`config.mk`:
```
export PLATFORM = sky130hd
export DESIGN_NAME = flame_ctrl
export DESIGN_NICKNAME = d
export VERILOG_FILES = /design/src/rtl/bomberman_pkg.sv /design/src/rtl/flame_step_timer.sv /design/src/rtl/flame_ctrl.sv
export SDC_FILE = /design/constraint.sdc
export NUM_CORES = 1
export LEC_CHECK = 0
export CORE_UTILIZATION = 50
export CTS_BUF_LIST = sky130_fd_sc_hd__clkbuf_16
export CTS_CLUSTER_SIZE = 8
export DETAILED_ROUTE_END_ITERATION = 12
export PLACE_DENSITY = 0.79
export SLEW_MARGIN = 20
export SYNTH_ARGS = -nofsm -noshare
export SYNTH_HDL_FRONTEND = slang
export SYNTH_SLANG_ARGS = --single-unit
```
`constraint.sdc`:
```
create_clock -name clk -period 1.8 [get_ports clk]
set_input_delay 0.36 -clock clk [delete_from_list [all_inputs] [get_ports clk]]
set_output_delay 0.36 -clock clk [all_outputs]
set_load 0.1 [all_outputs]
```
`src/rtl/bomberman_pkg.sv`:
```
// Shared constants, the flame FSM state type and the flame sprite sequence lookup.
package bomberman_pkg;

  localparam int HACTIVE     = 800;
  localparam int VACTIVE     = 600;
  localparam int SPRITE_SIZE = 32;
  localparam int TRANSPARENT = 137;

  // Number of animation steps in one flame sequence.
  localparam int FLAME_STEPS = 7;

  typedef enum logic [1:0] {
    IDLE  = 2'd0,
    ARMED = 2'd1,
    BURN  = 2'd2
  } flame_state_t;

  // Sprite index for each step: grows 0..3 then shrinks back to 0.
  function automatic logic [1:0] flame_sprite(input logic [2:0] step);
    logic [1:0] spr;
    case (step)
      3'd0:    spr = 2'd0;
      3'd1:    spr = 2'd1;
      3'd2:    spr = 2'd2;
      3'd3:    spr = 2'd3;
      3'd4:    spr = 2'd2;
      3'd5:    spr = 2'd1;
      3'd6:    spr = 2'd0;
      default: spr = 2'd0;
    endcase
    return spr;
  endfunction

endpackage

```
`src/rtl/flame_step_timer.sv`:
```
// Frame counter and step index for the flame animation.
// 'step' is the step index that takes effect at the next clock edge, so the
// parent can register its sprite output in the same edge as the tick.
// 'wrap_last' flags the tick that completes the final step.
module flame_step_timer
  import bomberman_pkg::*;
#(
  parameter int FRAMES_PER_STEP = 6
) (
  input  logic       clk,
  input  logic       clear,
  input  logic       load,
  input  logic       tick,
  output logic [2:0] step,
  output logic       wrap_last
);

  localparam logic [5:0] CNT_LAST  = 6'(FRAMES_PER_STEP - 1);
  localparam logic [2:0] STEP_LAST = 3'(FLAME_STEPS - 1);

  logic [5:0] cnt_q, cnt_d;
  logic [2:0] step_q, step_d;

  // Next counter/step: load restarts at step 0, each tick counts a frame and advances on wrap.
  always_comb begin
    cnt_d     = cnt_q;
    step_d    = step_q;
    wrap_last = 1'b0;
    if (load) begin
      cnt_d  = 6'd0;
      step_d = 3'd0;
    end else if (tick) begin
      if (cnt_q == CNT_LAST) begin
        cnt_d = 6'd0;
        if (step_q == STEP_LAST) begin
          step_d    = 3'd0;
          wrap_last = 1'b1;
        end else begin
          step_d = step_q + 3'd1;
        end
      end else begin
        cnt_d = cnt_q + 6'd1;
      end
    end else begin
      cnt_d  = cnt_q;
      step_d = step_q;
    end
  end

  // Counter and step registers with synchronous clear.
  always_ff @(posedge clk) begin
    if (clear) begin
      cnt_q  <= 6'd0;
      step_q <= 3'd0;
    end else begin
      cnt_q  <= cnt_d;
      step_q <= step_d;
    end
  end

  assign step = step_d;

endmodule

```
`src/rtl/flame_ctrl.sv`:
```
// Flame sequencer for the bomb explosion sprite.
// Optional feature: define FLAME_RETRIGGER_EN to let a valid explode during
// BURN re-latch the position and restart the sequence on the next frame tick.
// All outputs are registered and only move on the edge that samples a
// frame_tick (or reset), so the renderer never sees a mid-frame change.
module flame_ctrl
  import bomberman_pkg::*;
#(
  parameter int                 FRAMES_PER_STEP = 6,
  parameter logic signed [10:0] PARK_POS        = -11'sd64
) (
  input  logic               clk,
  input  logic               reset,
  input  logic               frame_tick,
  input  logic               explode,
  input  logic signed [10:0] bomb_x,
  input  logic signed [10:0] bomb_y,
  output logic signed [10:0] centerXF,
  output logic signed [10:0] centerYF,
  output logic [1:0]         sprite_num,
  output logic               flame_active,
  output logic               done
);

  // Largest top-left corner that keeps the whole 32x32 cell on screen.
  localparam logic signed [10:0] X_MAX = 11'(HACTIVE - SPRITE_SIZE);
  localparam logic signed [10:0] Y_MAX = 11'(VACTIVE - SPRITE_SIZE);

  flame_state_t       state_q, state_d;
  logic signed [10:0] lat_x_q, lat_x_d;
  logic signed [10:0] lat_y_q, lat_y_d;
  logic signed [10:0] center_x_q, center_x_d;
  logic signed [10:0] center_y_q, center_y_d;
  logic [1:0]         sprite_q, sprite_d;
  logic               active_q, active_d;
  logic               done_q, done_d;

  logic               req_ok_s;
  logic               retrig_s;
  logic               tmr_load_s;
  logic               tmr_tick_s;
  logic [2:0]         step_s;
  logic               wrap_last_s;

  assign req_ok_s = explode
                    && (bomb_x >= 11'sd0) && (bomb_x <= X_MAX)
                    && (bomb_y >= 11'sd0) && (bomb_y <= Y_MAX);

`ifdef FLAME_RETRIGGER_EN
  assign retrig_s = req_ok_s && (state_q == BURN);
`else
  assign retrig_s = 1'b0;
`endif

  // A re-trigger takes priority over a same-cycle tick so the old sequence cannot finish.
  assign tmr_load_s = (state_q == ARMED) && frame_tick;
  assign tmr_tick_s = (state_q == BURN) && frame_tick && !retrig_s;

  flame_step_timer #(
    .FRAMES_PER_STEP(FRAMES_PER_STEP)
  ) u_timer (
    .clk      (clk),
    .clear    (reset),
    .load     (tmr_load_s),
    .tick     (tmr_tick_s),
    .step     (step_s),
    .wrap_last(wrap_last_s)
  );

  // Next-state and next-output logic; outputs hold unless a tick moves the sequence.
  always_comb begin
    state_d    = state_q;
    lat_x_d    = lat_x_q;
    lat_y_d    = lat_y_q;
    center_x_d = center_x_q;
    center_y_d = center_y_q;
    sprite_d   = sprite_q;
    active_d   = active_q;
    done_d     = 1'b0;
    case (state_q)
      IDLE: begin
        if (req_ok_s) begin
          lat_x_d = bomb_x;
          lat_y_d = bomb_y;
          state_d = ARMED;
        end else begin
          state_d = IDLE;
        end
      end
      ARMED: begin
        if (frame_tick) begin
          state_d    = BURN;
          center_x_d = lat_x_q;
          center_y_d = lat_y_q;
          sprite_d   = 2'd0;
          active_d   = 1'b1;
        end else begin
          state_d = ARMED;
        end
      end
      BURN: begin
        if (retrig_s) begin
          lat_x_d = bomb_x;
          lat_y_d = bomb_y;
          state_d = ARMED;
        end else if (frame_tick) begin
          if (wrap_last_s) begin
            state_d    = IDLE;
            center_x_d = PARK_POS;
            center_y_d = PARK_POS;
            sprite_d   = 2'd0;
            active_d   = 1'b0;
            done_d     = 1'b1;
          end else begin
            sprite_d = flame_sprite(step_s);
          end
        end else begin
          state_d = BURN;
        end
      end
      default: begin
        state_d    = IDLE;
        center_x_d = PARK_POS;
        center_y_d = PARK_POS;
        sprite_d   = 2'd0;
        active_d   = 1'b0;
      end
    endcase
  end

  // State, latched position and output registers; reset parks the sprite and drops the latch.
  always_ff @(posedge clk) begin
    if (reset) begin
      state_q    <= IDLE;
      lat_x_q    <= 11'sd0;
      lat_y_q    <= 11'sd0;
      center_x_q <= PARK_POS;
      center_y_q <= PARK_POS;
      sprite_q   <= 2'd0;
      active_q   <= 1'b0;
      done_q     <= 1'b0;
    end else begin
      state_q    <= state_d;
      lat_x_q    <= lat_x_d;
      lat_y_q    <= lat_y_d;
      center_x_q <= center_x_d;
      center_y_q <= center_y_d;
      sprite_q   <= sprite_d;
      active_q   <= active_d;
      done_q     <= done_d;
    end
  end

  assign centerXF     = center_x_q;
  assign centerYF     = center_y_q;
  assign sprite_num   = sprite_q;
  assign flame_active = active_q;
  assign done         = done_q;

endmodule

```
# After elaboration in Yosys (flattened, before gate mapping)
# Index checks and enable logic that the tools add are counted.
# Widths: inputs -> output; s select.
[op_classes]
addsub = 2
n_lt_le_gt_ge = 4
eq_ne = 13
n_mux = 30
n_bitwise = 3
reduce_logical = 14
[op_table]
columns = ["op", "n"]
rows = [
  ["$pmux 11 s3", 2],
  ["$mux 11", 4],
  ["$ge 11x1->1 const B", 2],
  ["$le 11x11->1 const B", 2],
  ["$pmux 2 s3", 3],
  ["$mux 2", 6],
  ["$mux 3", 4],
  ["$eq 3x3->1 const B", 3],
  ["$mux 1", 9],
  ["$add 6x1->6 const B", 1],
  ["$eq 3x2->1 const B", 2],
  ["$eq 6x3->1 const B", 1],
  ["$logic_and 1x1->1", 6],
  ["$mux 6", 1],
  ["$reduce_or 2->1", 3],
  ["$ne 2x2->1 const B", 2],
  ["$reduce_and 4->1", 1],
  ["$add 3x1->3 const B", 1],
  ["$eq 3x1->1 const B", 1],
  ["$ne 3x2->1 const B", 1],
  ["$not 1->1", 3],
  ["$pmux 1 s3", 1],
  ["$reduce_and 3->1", 1],
  ["$reduce_or 3->1", 1],
  ["other kinds (5)", 5],
]
[totals]
regBits = 59
input_bits = 26
output_inout_bits = 26
word_cells = 76

# Depth between registers and ports, before layout
# Gate-level depths: netlist (run 1).
[logic_depth]
depth_word = 11
ltp_mapped = 7
ltp_nobuf = 6

# Hierarchy
# A second synthesis (run 1) with hierarchy kept.
[hier_totals]
cells_unflattened = 294
hier_area_um2 = 2469.9
[by_module_without_submodules]
columns = ["module", "instances", "cells_per_inst", "area_per_inst_um2", "seq_area_each_um2"]
rows = [
  ["flame_ctrl", 1, 233, 1986.9, 1001.0],
  ["flame_step_timer", 1, 61, 483.0, 180.2],
]

# Worst setup path before layout (run 1)
# OpenSTA, ideal clock, no wires.
[synth_path]
kind = "in2reg"
start = "in bomb_y[0]"
end = "reg lat_x_q[7]"
setup_time_ns = 0.072
t_arrival_ns = 1.573
required_ns = 1.728
slack_ns = 0.156
cell_stages = 6
path_buffers = 2
path_cell_list = "or3_1 -> a41oi_2 -> o211a_1 -> buf_6 -> buf_12 -> mux2i_1"
[synth_between]
elab_chain_len = 4
word_cells_on_any_way = 5
classes_between = "2 x order compare; 3 x reduce/logical"
[synth_rtl]
columns = ["element", "line", "text"]
rows = [
  ["from (decl)", "flame_ctrl.sv:17", "input logic signed [10:0] bomb_y,"],
  ["$ge 11x1->1", "flame_ctrl.sv:47", "&& (bomb_y >= 11'sd0) && (bomb_y <= Y_MAX);"],
  ["$logic_and 1x1->1", "flame_ctrl.sv:47", ""],
  ["$logic_and 1x1->1 (*)", "flame_ctrl.sv:47", ""],
  ["$reduce_and 2->1 (no line) (*)", "-", ""],
  ["to (signal assigned)", "flame_ctrl.sv:144", "lat_x_q <= lat_x_d;"],
  ["to (decl)", "flame_ctrl.sv:30", "logic signed [10:0] lat_x_q, lat_x_d;"],
]
# Every way passes the cells marked *; elsewhere a longest branch is shown, timed or not.
# A chain may end at the register's enable or synchronous reset.

# Final worst setup path (run 1)
[layout_path]
start = "in bomb_x[3]"
end = "reg lat_x_q[2]"
[layout_between]
elab_chain_len = 6
word_cells_on_any_way = 7
classes_between = "2 x order compare; 5 x reduce/logical"
[layout_rtl]
columns = ["element", "line", "text"]
rows = [
  ["from (decl)", "flame_ctrl.sv:16", "input logic signed [10:0] bomb_x,"],
  ["$ge 11x1->1", "flame_ctrl.sv:46", "&& (bomb_x >= 11'sd0) && (bomb_x <= X_MAX)"],
  ["$logic_and 1x1->1", "flame_ctrl.sv:46", ""],
  ["$logic_and 1x1->1 (*)", "flame_ctrl.sv:46", ""],
  ["$logic_and 1x1->1 (*) (2 in a row)", "flame_ctrl.sv:47", ""],
  ["$reduce_and 2->1 (no line) (*)", "-", ""],
]
# Marks and branches as above.

==> impl_metrics.toml, run 1 <==
[run_status]
status = "completed"

[timing]
hold_viol = 0
drv_slew = 0
finalSetupViolCount = 0
layout_setup_ws_ns = 0.0002160
hold_ws_ns = 0.3391
timing.fmax_ghz = 0.5556
period_needed_ns = 1.800
period_share_pct = 99.99
clock_skew_ns = 0.007999
slew-limit-headroom_pct = 72.79
fin_setup_tns_ns = 0
worst_slew_pin_slew_ns = 0.4075

[routing]
remaining_drc_errors = 0
wirelength_um = 6271
dr.pass1.iters = 4
drt_iter0_markers = 182
antenna_left = 0
vias = 2159
via_per_inst = 5.593
wire_per_inst_um = 16.25

[critical_path]
crit_fanout = 9
cp-end-kind = "flop"
r2r_setup_slack_ns = 0.07
critPathKind = "input pin to flop"
reg2reg_from = "u_timer.cnt_q[1]$_SDFFE_PP0N_"
worstPathArrival_ns = 2.05
start_kind = "input pin"
required_ns = 2.05
setup.worst_path.start = "bomb_x[3]"

[clocking]
htreeDepth = 3
numCtsBuffers = 9
cts_tree = "yes"
cts_buffer_depth = 2
insertion_delay_ns = 0.32
cts-root-buf = "clkbuf_16"
clkSinkCount = 59
clk_pin_slew_ns = 0.05

[floorplan]
die-area_um2 = 5176
rows = 25
dieWidth_um = 71.95
dieHeight_um = 71.95
start_util_pct = 51.79
coreArea_um2 = 4723
num_io_pins = 52

[finish]
areaGrowthSynthToFinish_pct = 55.14
final_layout_size_suffix_gt1_share_pct = 25.08
nets = 343
n_antenna_cell = 0
stdcell_count = 386
fill_cells = 265
final_util_pct = 80.34

[yosys]
yosysSeqAreaShare_pct = 48.29
synth-main-ff-cell = "dfxtp_1"
syn_area_um2 = 2446
synth.top_cells.by_count = "dfxtp_1 (59), nand2_1 (43), mux2i_1 (21)"
syn_inst = 244
yosysMostFrequentCell = "dfxtp_1"
synthArstFlopShare_pct = 0
synth-edff-count = 0
synth_top_cell_area_share_pct = 48.29
ys_types = 46
netlist_top_cells_area = "dfxtp_1 (48%), mux2i_1 (8.6%), nand2_1 (6.6%)"
ys_warn_count = 0
syn-mean-instance-area_um2 = 10.02
synth.ff_latch_count = 59
syn_nets = 273
yosysTopAreaCell = "dfxtp_1"

[hold_path]
hold_class = "input pin to flop"
min-delay-start = "bomb_y[8]"

[grt]
grt_max_degree = 23
grt_pass1_wl_um = 9535
grt.total_usage_pct = 24.28
grt_pass1_vias = 2017
grt_overflow = 0
antenna_found_initial = 0

[place]
pre_cts_ws_ns = -0.3478
hpwl_um = 3877
placed_cells = 368
finalWeightedCongestion = 0.8208
numPortBuffers = 51

[pwr]
p_leak_uw = 0.001558
powerDensity_nw_per_um2 = 872.3
peakVddDrop_uv = 542.4

[job]
max_cap_violations = 0
cells by family (layout without fill, tap and decap cells):
| family | count (synthesis) | count (layout) | share of synthesized area, % |
|---|---|---|---|
| compound gates | 48 | 48 | 15.70 |
| xor+xnor | 5 | 5 | 1.791 |
| fa+ha+maj | 3 | 3 | 1.535 |
| buf+inv | 23 | 98 | 6.138 |
| flops | 59 | 59 | 48.29 |
| mux | 21 | 21 | 8.593 |
| simple gates | 85 | 85 | 17.95 |
timing repair:
item                       in CTS  in global routing
setup buffers                   0                  1
cloned                          0                  1
gates resized for setup         2                 12
hold buffers                    0                  0
pin swaps                       1                  4
setup endpoints to repair      30                 25
worst paths after layout:
| check | to | cells after the start |
|---|---|---|
| worst max-delay path | lat_x_q[2]$_SDFFE_PP0P_ | 6 |
| worst min-delay path | lat_y_q[8]$_SDFFE_PP0P_ | 3 |
| worst max register to register | centerXF[8]$_SDFFE_PP1P_ | 7 |
| worst min register to register | lat_x_q[0]$_SDFFE_PP0P_ | 2 |
cell type report:
type                    count  area [µm²]  area share (%)
well taps                  67       83.83           2.209
clock buffers               9       225.2           5.935
inverters                   6       22.52          0.5935
repair buffers             76        1039           27.37
flip-flops and latches     59        1182           31.16
multi-input cells         162        1159           30.53
clock inverters             7       83.83           2.209
layer usage:
metal	vias to the layer above	track usage [%]	routed length [µm]
met5	-	0	0
met4	0	14.38	240
met3	19	5.139	254
met2	75	38.05	3076
met1	1049	31.05	2700
li1	1016	-	-
per-stage QoR:
step	area, µm²	power [µW]
2_1_floorplan	2446	1458
3_3_place_gp	3396	1573
3_5_place_dp	3396	1576
4_1_cts	3719	3313
5_1_grt	3795	3390
6_report	3795	3310
where the power goes:
group | total, µW | internal, µW | switching (µW) | leakage (µW)
sequential | 1330 | 1320 | 10.4 | 0.000477
combinational | 238 | 120 | 118 | 0.000921
clock | 1740 | 1190 | 550 | 0.000160
registers in the layout, summed over array words and instances, names as in the netlist:
name	flops
centerXF	11
centerYF	11
done	1
flame_active	1
lat_x_q	11
lat_y_q	11
sprite_num	2
state_q	2
u_timer.cnt_q	6
u_timer.step_q	3
layout by cell type, fill, tap and decap left out, drive strengths merged, types with 2 or more instances in the layout:
cell type	instances
inv	6
ha	3
nor2	8
nor4	2
nor3	8
nor2b	2
mux2i	21
and2	2
bufinv	2
nand2	43
and3	4
dfxtp	59
a211oi	2
buf	50
o22a	10
a21oi	6
clkbuf	10
o21ai	4
a41o	2
and3b	3
dlymetal6s2s	5
xor2	3
or3	3
a22o	12
a31oi	3
nand4	3
clkinv	5
a21o	2
xnor2	2
a41oi	2
clkdlybuf4s50	20
nand3	2
critical path, cell delays in order:
cell and delay, ns:
clkdlybuf4s50_1 0.44, nor4_2 0.33, a41o_1 0.33, o211a_4 0.23
clkbuf_16 0.17, mux2i_1 0.19
No activity file was read; power rests on OpenSTA's default activity.
==> run 2: changes to the inputs <==
Settings changed: CAP_MARGIN set to 20, CORE_MARGIN set to 2.
==> run 2 against run 1 <==
Effect of this change:
- final cell count up 0.78%
- power shrank 4.7%
- global-route usage is 1.1 points higher
- design area increased by 0.56%
- non-clock buffer count rose by 5
- fmax up 1.1%
- critical endpoint is now lat_x_q[3]$_SDFFE_PP0P_
- via count fell by 0.46%
- wire length grew 4.7%
==> impl_metrics.toml, run 2 (synthesized netlist as in run 1, its figures left out) <==
[finish]
final_layout_size_suffix_gt1_share_pct = 25.16
nets = 348
stdcell_count = 389
final_util_pct = 80.79
areaGrowthSynthToFinish_pct = 56.01
layout_common_cells = "dfxtp_1 (58), nand2_1 (43), buf_12 (30)"
final_common_cell = "dfxtp_1"
n_antenna_cell = 0

[critical_path]
required_ns = 2.04
crit_fanout = 4
worstRegToRegCells = 7
worstPathArrival_ns = 2.02
critPathKind = "input pin to flop"
r2r_setup_slack_ns = 0.08
start_kind = "input pin"
cp-end-kind = "flop"

[pwr]
powerDensity_nw_per_um2 = 827.0
p_leak_uw = 0.001606
p_total_uw = 3156
peakVddDrop_uv = 634.1

[clocking]
cts_buffer_depth = 2
clkSinkCount = 59
cts-root-buf = "clkbuf_16"
insertion_delay_ns = 0.33
cts_tree = "yes"
clk_pin_slew_ns = 0.05
numCtsBuffers = 9
holdBufCountCts = 0
htreeDepth = 3

[floorplan]
dieHeight_um = 73.95
start_util_pct = 51.79
coreArea_um2 = 4723
num_io_pins = 52
rows = 25
die-area_um2 = 5468
dieWidth_um = 73.95

[routing]
wirelength_um = 6563
drt_iter0_markers = 275
remaining_drc_errors = 0
via_per_inst = 5.524
wire_per_inst_um = 16.87
antenna_left = 0
vias = 2149
dr.pass1.iters = 4

[timing]
drv_slew = 0
period_needed_ns = 1.780
fin_setup_tns_ns = 0
period_share_pct = 98.89
worst_slew_pin_slew_ns = 0.3733
clock_skew_ns = 0.007031
slew-limit-headroom_pct = 75.08
timing.fmax_ghz = 0.5618
hold_ws_ns = 0.3398
hold_viol = 0
finalSetupViolCount = 0

[grt]
grt_overflow = 0
grt_pass1_wl_um = 10120
antenna_found_initial = 0
grt_max_degree = 22
grt.total_usage_pct = 25.35
grt_pass1_vias = 2090

[place]
finalWeightedCongestion = 0.8365
placed_cells = 368
numPortBuffers = 51
hpwl_um = 3933

[hold_path]
holdPathStages = 3
hold_class = "input pin to flop"

[job]
max_cap_violations = 0

[run_status]
status = "completed"
## run 2: changes by cell type in the layout (fill, tap and decap cells not counted), sizes merged, moves of 3 or more
cell | before | now
dlygate4sd2 | 0 | 3
clkdlybuf4s50 | 20 | 14
dlymetal6s2s | 5 | 8
buf | 50 | 55
## run 2: layout make-up
type / count / area (µm²)
Timing Repair Buffer: 81 / 1107
Clock inverter: 5 / 47.55
Clock buffer: 9 / 225.2
Tap cell: 67 / 83.83
Fill cell: 267 / 907.1
Inverter: 6 / 22.52
Multi-Input combinational cell: 162 / 1147
Sequential cell: 59 / 1182
## run 2: timing repair
| action | in CTS | in global routing |
|---|---|---|
| setup buffers | 3 | 2 |
| gates resized for setup | 7 | 13 |
| endpoints found under the setup margin | 27 | 23 |
| cloned | 2 | 0 |
| pin swaps | 2 | 9 |
## run 2: stage by stage
step                area, µm²  worst slack (ns)
finish                   3816           0.01996
global route             3816          -0.01480
CTS                      3761          0.002196
detailed placement       3383           -0.3527
global placement         3383           -0.3328
floorplan                2446            0.1555
## run 2: final timing paths
path	start	end
worst max register to register	u_timer.cnt_q[1]$_SDFFE_PP0N_	centerXF[7]$_SDFFE_PP1P_
worst min-delay path	bomb_x[8]	lat_x_q[8]$_SDFFE_PP0P_
worst max-delay path	bomb_x[5]	lat_x_q[3]$_SDFFE_PP0P_
worst min register to register	lat_x_q[4]$_SDFFE_PP0P_	lat_x_q[4]$_SDFFE_PP0P_
## run 2: power by group
part	internal (µW)	switching (µW)	leakage, µW	total [µW]
sequential	1320	10.3	0.000477	1330
clock	1040	540	0.000140	1580
combinational	126	124	0.000989	249
total	2480	674	0.00161	3160
## run 2: layer usage
metal,global-route usage (%),part of all wire [%],vias up
met1,32.82,43,1020
li1,-,-,1023
met5,0,0,-
met2,36.90,47,85
met4,18.99,3.5,0
met3,5.691,6.7,21
## run 2: worst max-delay path, cell delays in order
cell             delay (ns)
clkdlybuf4s50_1        0.45
nor4_2                 0.29
a41o_1                 0.27
o211a_4                0.18
buf_4                  0.12
buf_16                 0.11
mux2i_2                0.23
